### src/rtl/peripheral_ahb3_pkg.sv
// Shared AHB3 peripheral constants and the data-phase owner encoding
// used by the slave mux and its built-in default slave.
package peripheral_ahb3_pkg;

    localparam logic [1:0] HTRANS_IDLE   = 2'b00;
    localparam logic [1:0] HTRANS_BUSY   = 2'b01;
    localparam logic [1:0] HTRANS_NONSEQ = 2'b10;
    localparam logic [1:0] HTRANS_SEQ    = 2'b11;

    localparam logic HRESP_OKAY  = 1'b0;
    localparam logic HRESP_ERROR = 1'b1;

    // Wide enough to index up to 16 slaves.
    localparam int unsigned DSEL_IDX_W = 4;

    typedef enum logic [1:0] {
        DSEL_NONE,
        DSEL_SLV,
        DSEL_DEF
    } dsel_kind_e;

    typedef struct packed {
        dsel_kind_e              kind;
        logic [DSEL_IDX_W-1:0]   idx;
    } dsel_t;

    typedef enum logic [1:0] {
        DS_IDLE,
        DS_ERR1,
        DS_ERR2
    } ds_state_e;

    function automatic logic is_active(input logic [1:0] trans);
        return (trans == HTRANS_NONSEQ) || (trans == HTRANS_SEQ);
    endfunction

endpackage

### src/rtl/peripheral_ahb3_default_slave.sv
// Built-in default slave: answers unmapped NONSEQ/SEQ transfers with the
// two-cycle AHB ERROR response and flags each one on decode_err.
module peripheral_ahb3_default_slave
    import peripheral_ahb3_pkg::*;
(
    input  logic       HRESETn,
    input  logic       HCLK,
    input  logic       HSEL,
    input  logic [1:0] HTRANS,
    input  logic       HREADY,
    output logic       HREADYOUT,
    output logic       HRESP,
    output logic       decode_err
);

    ds_state_e state;
    ds_state_e state_next;
    logic      accept;

    assign accept = HSEL & HREADY & is_active(HTRANS);

    always_ff @(posedge HCLK or negedge HRESETn) begin
        if (!HRESETn) begin
            state      <= DS_IDLE;
            decode_err <= 1'b0;
        end else begin
            state      <= state_next;
            decode_err <= accept && (state != DS_ERR1);
        end
    end

    always_comb begin
        state_next = state;
        HREADYOUT  = 1'b1;
        HRESP      = HRESP_OKAY;
        case (state)
            DS_IDLE: begin
                if (accept) state_next = DS_ERR1;
            end
            DS_ERR1: begin
                HREADYOUT  = 1'b0;
                HRESP      = HRESP_ERROR;
                state_next = DS_ERR2;
            end
            DS_ERR2: begin
                HRESP      = HRESP_ERROR;
                state_next = accept ? DS_ERR1 : DS_IDLE;
            end
            default: state_next = DS_IDLE;
        endcase
    end

endmodule

### src/rtl/peripheral_ahb3_slave_mux.sv
// AHB-Lite address decoder and response mux with a default slave for
// unmapped addresses. HREADY is shared by the master and every slave.
module peripheral_ahb3_slave_mux
    import peripheral_ahb3_pkg::*;
#(
    parameter int unsigned SLAVES     = 4,
    parameter int unsigned HADDR_SIZE = 32,
    parameter int unsigned HDATA_SIZE = 32,
    parameter logic [SLAVES*HADDR_SIZE-1:0] SLV_BASE =
        {32'h4000_3000, 32'h4000_2000, 32'h4000_1000, 32'h4000_0000},
    parameter logic [SLAVES*HADDR_SIZE-1:0] SLV_MASK = {4{32'hFFFF_F000}}
) (
    input  logic                         HRESETn,
    input  logic                         HCLK,
    input  logic                         HSEL,
    input  logic [HADDR_SIZE-1:0]        HADDR,
    input  logic [1:0]                   HTRANS,
    output logic [SLAVES-1:0]            HSEL_S,
    input  logic [SLAVES*HDATA_SIZE-1:0] HRDATA_S,
    input  logic [SLAVES-1:0]            HREADYOUT_S,
    input  logic [SLAVES-1:0]            HRESP_S,
    output logic [HDATA_SIZE-1:0]        HRDATA,
    output logic                         HREADY,
    output logic                         HRESP,
    output logic                         decode_err
);

    logic [SLAVES-1:0]     hit;
    logic                  hit_any;
    logic [DSEL_IDX_W-1:0] hit_idx;
    logic                  miss;
    dsel_t                 dsel;
    logic                  def_ready;
    logic                  def_resp;

    // Lowest matching index wins so overlapping windows still give one-hot.
    always_comb begin
        hit     = '0;
        hit_any = 1'b0;
        hit_idx = '0;
        for (int unsigned i = 0; i < SLAVES; i++) begin
            if (HSEL && !hit_any &&
                ((HADDR & SLV_MASK[i*HADDR_SIZE +: HADDR_SIZE]) ==
                 SLV_BASE[i*HADDR_SIZE +: HADDR_SIZE])) begin
                hit[i]  = 1'b1;
                hit_any = 1'b1;
                hit_idx = DSEL_IDX_W'(i);
            end
        end
    end

    assign HSEL_S = hit;
    assign miss   = HSEL & ~hit_any;

    always_ff @(posedge HCLK or negedge HRESETn) begin
        if (!HRESETn) begin
            dsel <= '{kind: DSEL_NONE, idx: '0};
        end else if (HREADY) begin
            if (hit_any)   dsel <= '{kind: DSEL_SLV,  idx: hit_idx};
            else if (miss) dsel <= '{kind: DSEL_DEF,  idx: '0};
            else           dsel <= '{kind: DSEL_NONE, idx: '0};
        end
    end

    always_comb begin
        HRDATA = '0;
        HREADY = 1'b1;
        HRESP  = HRESP_OKAY;
        case (dsel.kind)
            DSEL_SLV: begin
                for (int unsigned i = 0; i < SLAVES; i++) begin
                    if (dsel.idx == DSEL_IDX_W'(i)) begin
                        HRDATA = HRDATA_S[i*HDATA_SIZE +: HDATA_SIZE];
                        HREADY = HREADYOUT_S[i];
                        HRESP  = HRESP_S[i];
                    end
                end
            end
            DSEL_DEF: begin
                HREADY = def_ready;
                HRESP  = def_resp;
            end
            default: ;
        endcase
    end

    peripheral_ahb3_default_slave u_default_slave (
        .HRESETn    (HRESETn),
        .HCLK       (HCLK),
        .HSEL       (miss),
        .HTRANS     (HTRANS),
        .HREADY     (HREADY),
        .HREADYOUT  (def_ready),
        .HRESP      (def_resp),
        .decode_err (decode_err)
    );

endmodule

### config.mk
export PLATFORM = sky130hd
export DESIGN_NAME = peripheral_ahb3_slave_mux
export DESIGN_NICKNAME = d
export VERILOG_FILES = /design/src/rtl/peripheral_ahb3_pkg.sv /design/src/rtl/peripheral_ahb3_default_slave.sv /design/src/rtl/peripheral_ahb3_slave_mux.sv
export SDC_FILE = /design/constraint.sdc
export NUM_CORES = 1
export LEC_CHECK = 0
export ABC_CLOCK_PERIOD_IN_PS = 1730
export BUFFER_PORTS_ARGS = -buffer_cell sky130_fd_sc_hd__buf_2
export CAP_MARGIN = 5
export CORE_AREA = 2 2 82 84
export DETAILED_ROUTE_END_ITERATION = 10
export DIE_AREA = 0 0 84 86
export PLACE_DENSITY = 0.7
export SLEW_MARGIN = 20
export SYNTH_ARGS = -nofsm -noshare
export SYNTH_HDL_FRONTEND = slang
export SYNTH_SLANG_ARGS = --single-unit
### constraint.sdc
create_clock -name HCLK -period 1.73 [get_ports HCLK]
set_input_delay 0.346 -clock HCLK [delete_from_list [all_inputs] [get_ports HCLK]]
set_output_delay 0.346 -clock HCLK [all_outputs]
set_load 0.01 [all_outputs]
==> metrics.txt <==
EDFF count, synth=0; row count=29; synthesized-area fraction occupied by adder cells=5.677%; reg2reg start=dsel[0]; #FFs+latches synth=7; H-tree Lvls=1; hold crit path type=input pin to flip-flop; P per Cell Area=roughly 380 mW/mm2; HPWL Detailed=between 5000 and 6000 um; maxcap violations=0; Compound-Gate Fraction of Synth Area=around 5%; DR DRC count=0; WHS=0.3982 ns; Cell Area, Synth=about 0.0015 mm2; dpl cell area=between 0.002 and 0.003 mm2; Synth Instances=around 130; Period minus WS final=approximately 2.0 ns; effective utilization at floorplan=between 20% and 30%; Vias/cell=~4.8; fin crit share=117.6%; most numerous cell on the critical path=buf_12; sequential area share after synthesis=between 10% and 20%; synth unique cells=27; CP top delay family=multiplexers; CP Class=flip-flop to output pin; share of layout cells above drive strength 1=a little over four fifths; clock slew at reported path FFs=0.04 ns; r2r endpoint=u_default_slave.state[0]; vias in the first global route=about 2100; Max Fanout on Critical Path=9; clk root buf=clkbuf_8; DIE HEIGHT=roughly 86 um; Final setup viols=42; status=complete, but fails checks; most common cell after layout, fill and taps aside=buf_2; most frequent cells in the layout=buf_2, mux4_2, buf_6; Clock Skews=between 0.003 and 0.004 ns; Leakage=roughly 1.6 nW; TritonCTS clock tree=yes; Critical path origin=dsel[0]; routed length per placed instance=between 15 and 20 um; Fillers=between 500 and 600; first-pass GRT wire length=9584 um; CP Capture Type=output pin; port bufs=roughly 200; R2R depth=7; clock buffer depth=2; area delta synth->final=102.6%; Post-Route WL=~6500 um; xor/xnor share of the synthesized area=0%; Design Power=between 1 and 1.5 mW; worst-path cell chain=buf_12, buf_12, mux4_2, and2_4, buf_6; Die X=between 80 and 90 um; peak supply drop=around 0.5 mV; Mapped Avg Cell Area=11.51 um2; CP endpoint=HRDATA[11]; I/O pins=between 200 and 250; Pre-antenna DRT Iters=4; number of cells on the critical path=5; CP max stage cell=mux4_2; Core Region=between 0.006 and 0.007 mm2; flop2flop setup slack=-0.14 ns; Final Wtd Congestion=about 0.8; nets=529; Yosys top cell area share=48.18%; pin count of the biggest net entering global routing=21; worst slack, placed=-0.2596 ns; grt total ovfl=0; Fmax achieved=491.4 MHz; data required time at the worst endpoint=1.38 ns; top post-synthesis cells by area=mux4_2, and2_1, dfrtp_1; Pins Over Slew Limit=0; RSZ-0062 raised after global routing=yes; largest family of logic cells by synthesized area=multiplexers; Post-synth ARST share=between 90% and 100%; DR iter-0 viols=19; Via Count=a little over 2000; WP buf/inv=3; aggregate global-route resource usage=16.51%; CP peak stage delay=a little under 0.5 ns; setup ws final=-0.3050 ns; WP data arrival=between 1.5 and 2 ns; cell area after layout=0.003126 mm2; clock sinks=7; simple-gate share of the synthesized area=21.65%; Slew headroom=between 80% and 90%; Num CTS Buffers=3; syn_nets=314; Post-DRT Antenna Nets=0; initial antenna violation count=1; mux cell area share after synthesis=between 50 and 60%; top_reg_cell synth=dfrtp_1; startpoint types=flip-flop; failing checks=setup timing; Synthesis Warnings=0; die area=slightly above 0.007 mm2; Synth area leader=mux4_2; final hold viol count=0; worst skew pair latency=0.23 ns; Slew @ Worst Pin=about 0.27 ns
==> worst reg2reg max path: cells and delay by family (launching register included) <==
kind	cells	cell delay [ns]
mux	2	0.26
flops	1	0.43
compound gates	1	0.06
simple gates	2	0.68
buf+inv	2	0.32
==> timing repair <==
| action | CTS | global route |
|---|---|---|
| hold buffers | 1 | 0 |
| endpoints found under the setup margin | 40 | 44 |
| pin swaps | 7 | 2 |
| gates resized for setup | 20 | 36 |
| endpoints found under the hold margin | 7 | 0 |
| buffers inserted | 3 | 1 |
| cloned | 0 | 0 |
==> through the flow <==
step / util, % / setup TNS, ns / std cells
3_5_place_dp: 44.09 / -2.617 / 416
5_1_grt: 49.75 / -12.67 / 425
4_1_cts: 46.92 / -10.33 / 424
3_3_place_gp: 44.09 / -2.364 / 416
2_1_floorplan: - / -2.099 / 134
6_report: 49.79 / -9.715 / 426
==> logic make-up after synthesis <==
family                     count (synthesis)
muxes                                     37
adders and majority gates                  7
and+or+nand+nor                           56
buffers and inverters                     19
DFF                                        7
AOI/OAI and AO/OA                          8
==> Yosys cell counts (2+ instances only) <==
cell type and number:
and2_1 32, buf_2 4, clkbuf_1 6, dfrtp_1 7, ha_1 7, inv_1 8
mux2i_1 3, mux4_2 33, nand2_1 6, nor2_1 5, nor3_1 2, nor4_1 2
nor4b_1 2, o21ai_0 2, or3_1 3
==> routing by layer <==
layer	part of all wire (%)	vias up	GRT usage [%]
met4	1.1	0	4.252
met2	58	110	33.31
met1	33	955	17.27
met3	8.3	6	3.369
met5	0	-	0
li1	-	953	-
==> worst min path at each step <==
stage              start                       end  slack, ns  depth (start not counted)
2_1_floorplan    HRESETn                   dsel[0]       0.05                          0
3_3_place_gp     HRESETn  u_default_slave.state[1]       0.19                          1
3_5_place_dp     HRESETn  u_default_slave.state[1]       0.19                          1
4_1_cts        HADDR[13]                   dsel[1]       0.40                          2
5_1_grt        HADDR[13]                   dsel[1]       0.41                          2
6_report       HADDR[13]                   dsel[1]       0.40                          2
==> flip-flops by register name, indices dropped and copies added (netlist names) <==
name / flops
dsel: 4
u_default_slave.state: 2
u_default_slave.decode_err: 1
==> final cells by class <==
| class | count | area [um2] | area share [%] |
|---|---|---|---|
| Antenna cell | 1 | 2.502 | 0.08006 |
| Multi-Input combinational cell | 108 | 1439 | 46.04 |
| Tap cell | 77 | 96.34 | 3.082 |
| Clock buffer | 4 | 45.04 | 1.441 |
| Sequential cell | 7 | 176.4 | 5.645 |
| Timing Repair Buffer | 221 | 1336 | 42.75 |
| Inverter | 8 | 30.03 | 0.9608 |
==> report_power, final <==
part           switching (mW)  internal [mW]
clock network          0.0736          0.160
registers              0.0152          0.198
logic                   0.304          0.446
total                   0.393          0.803
No activity file was read; power rests on OpenSTA's default activity.
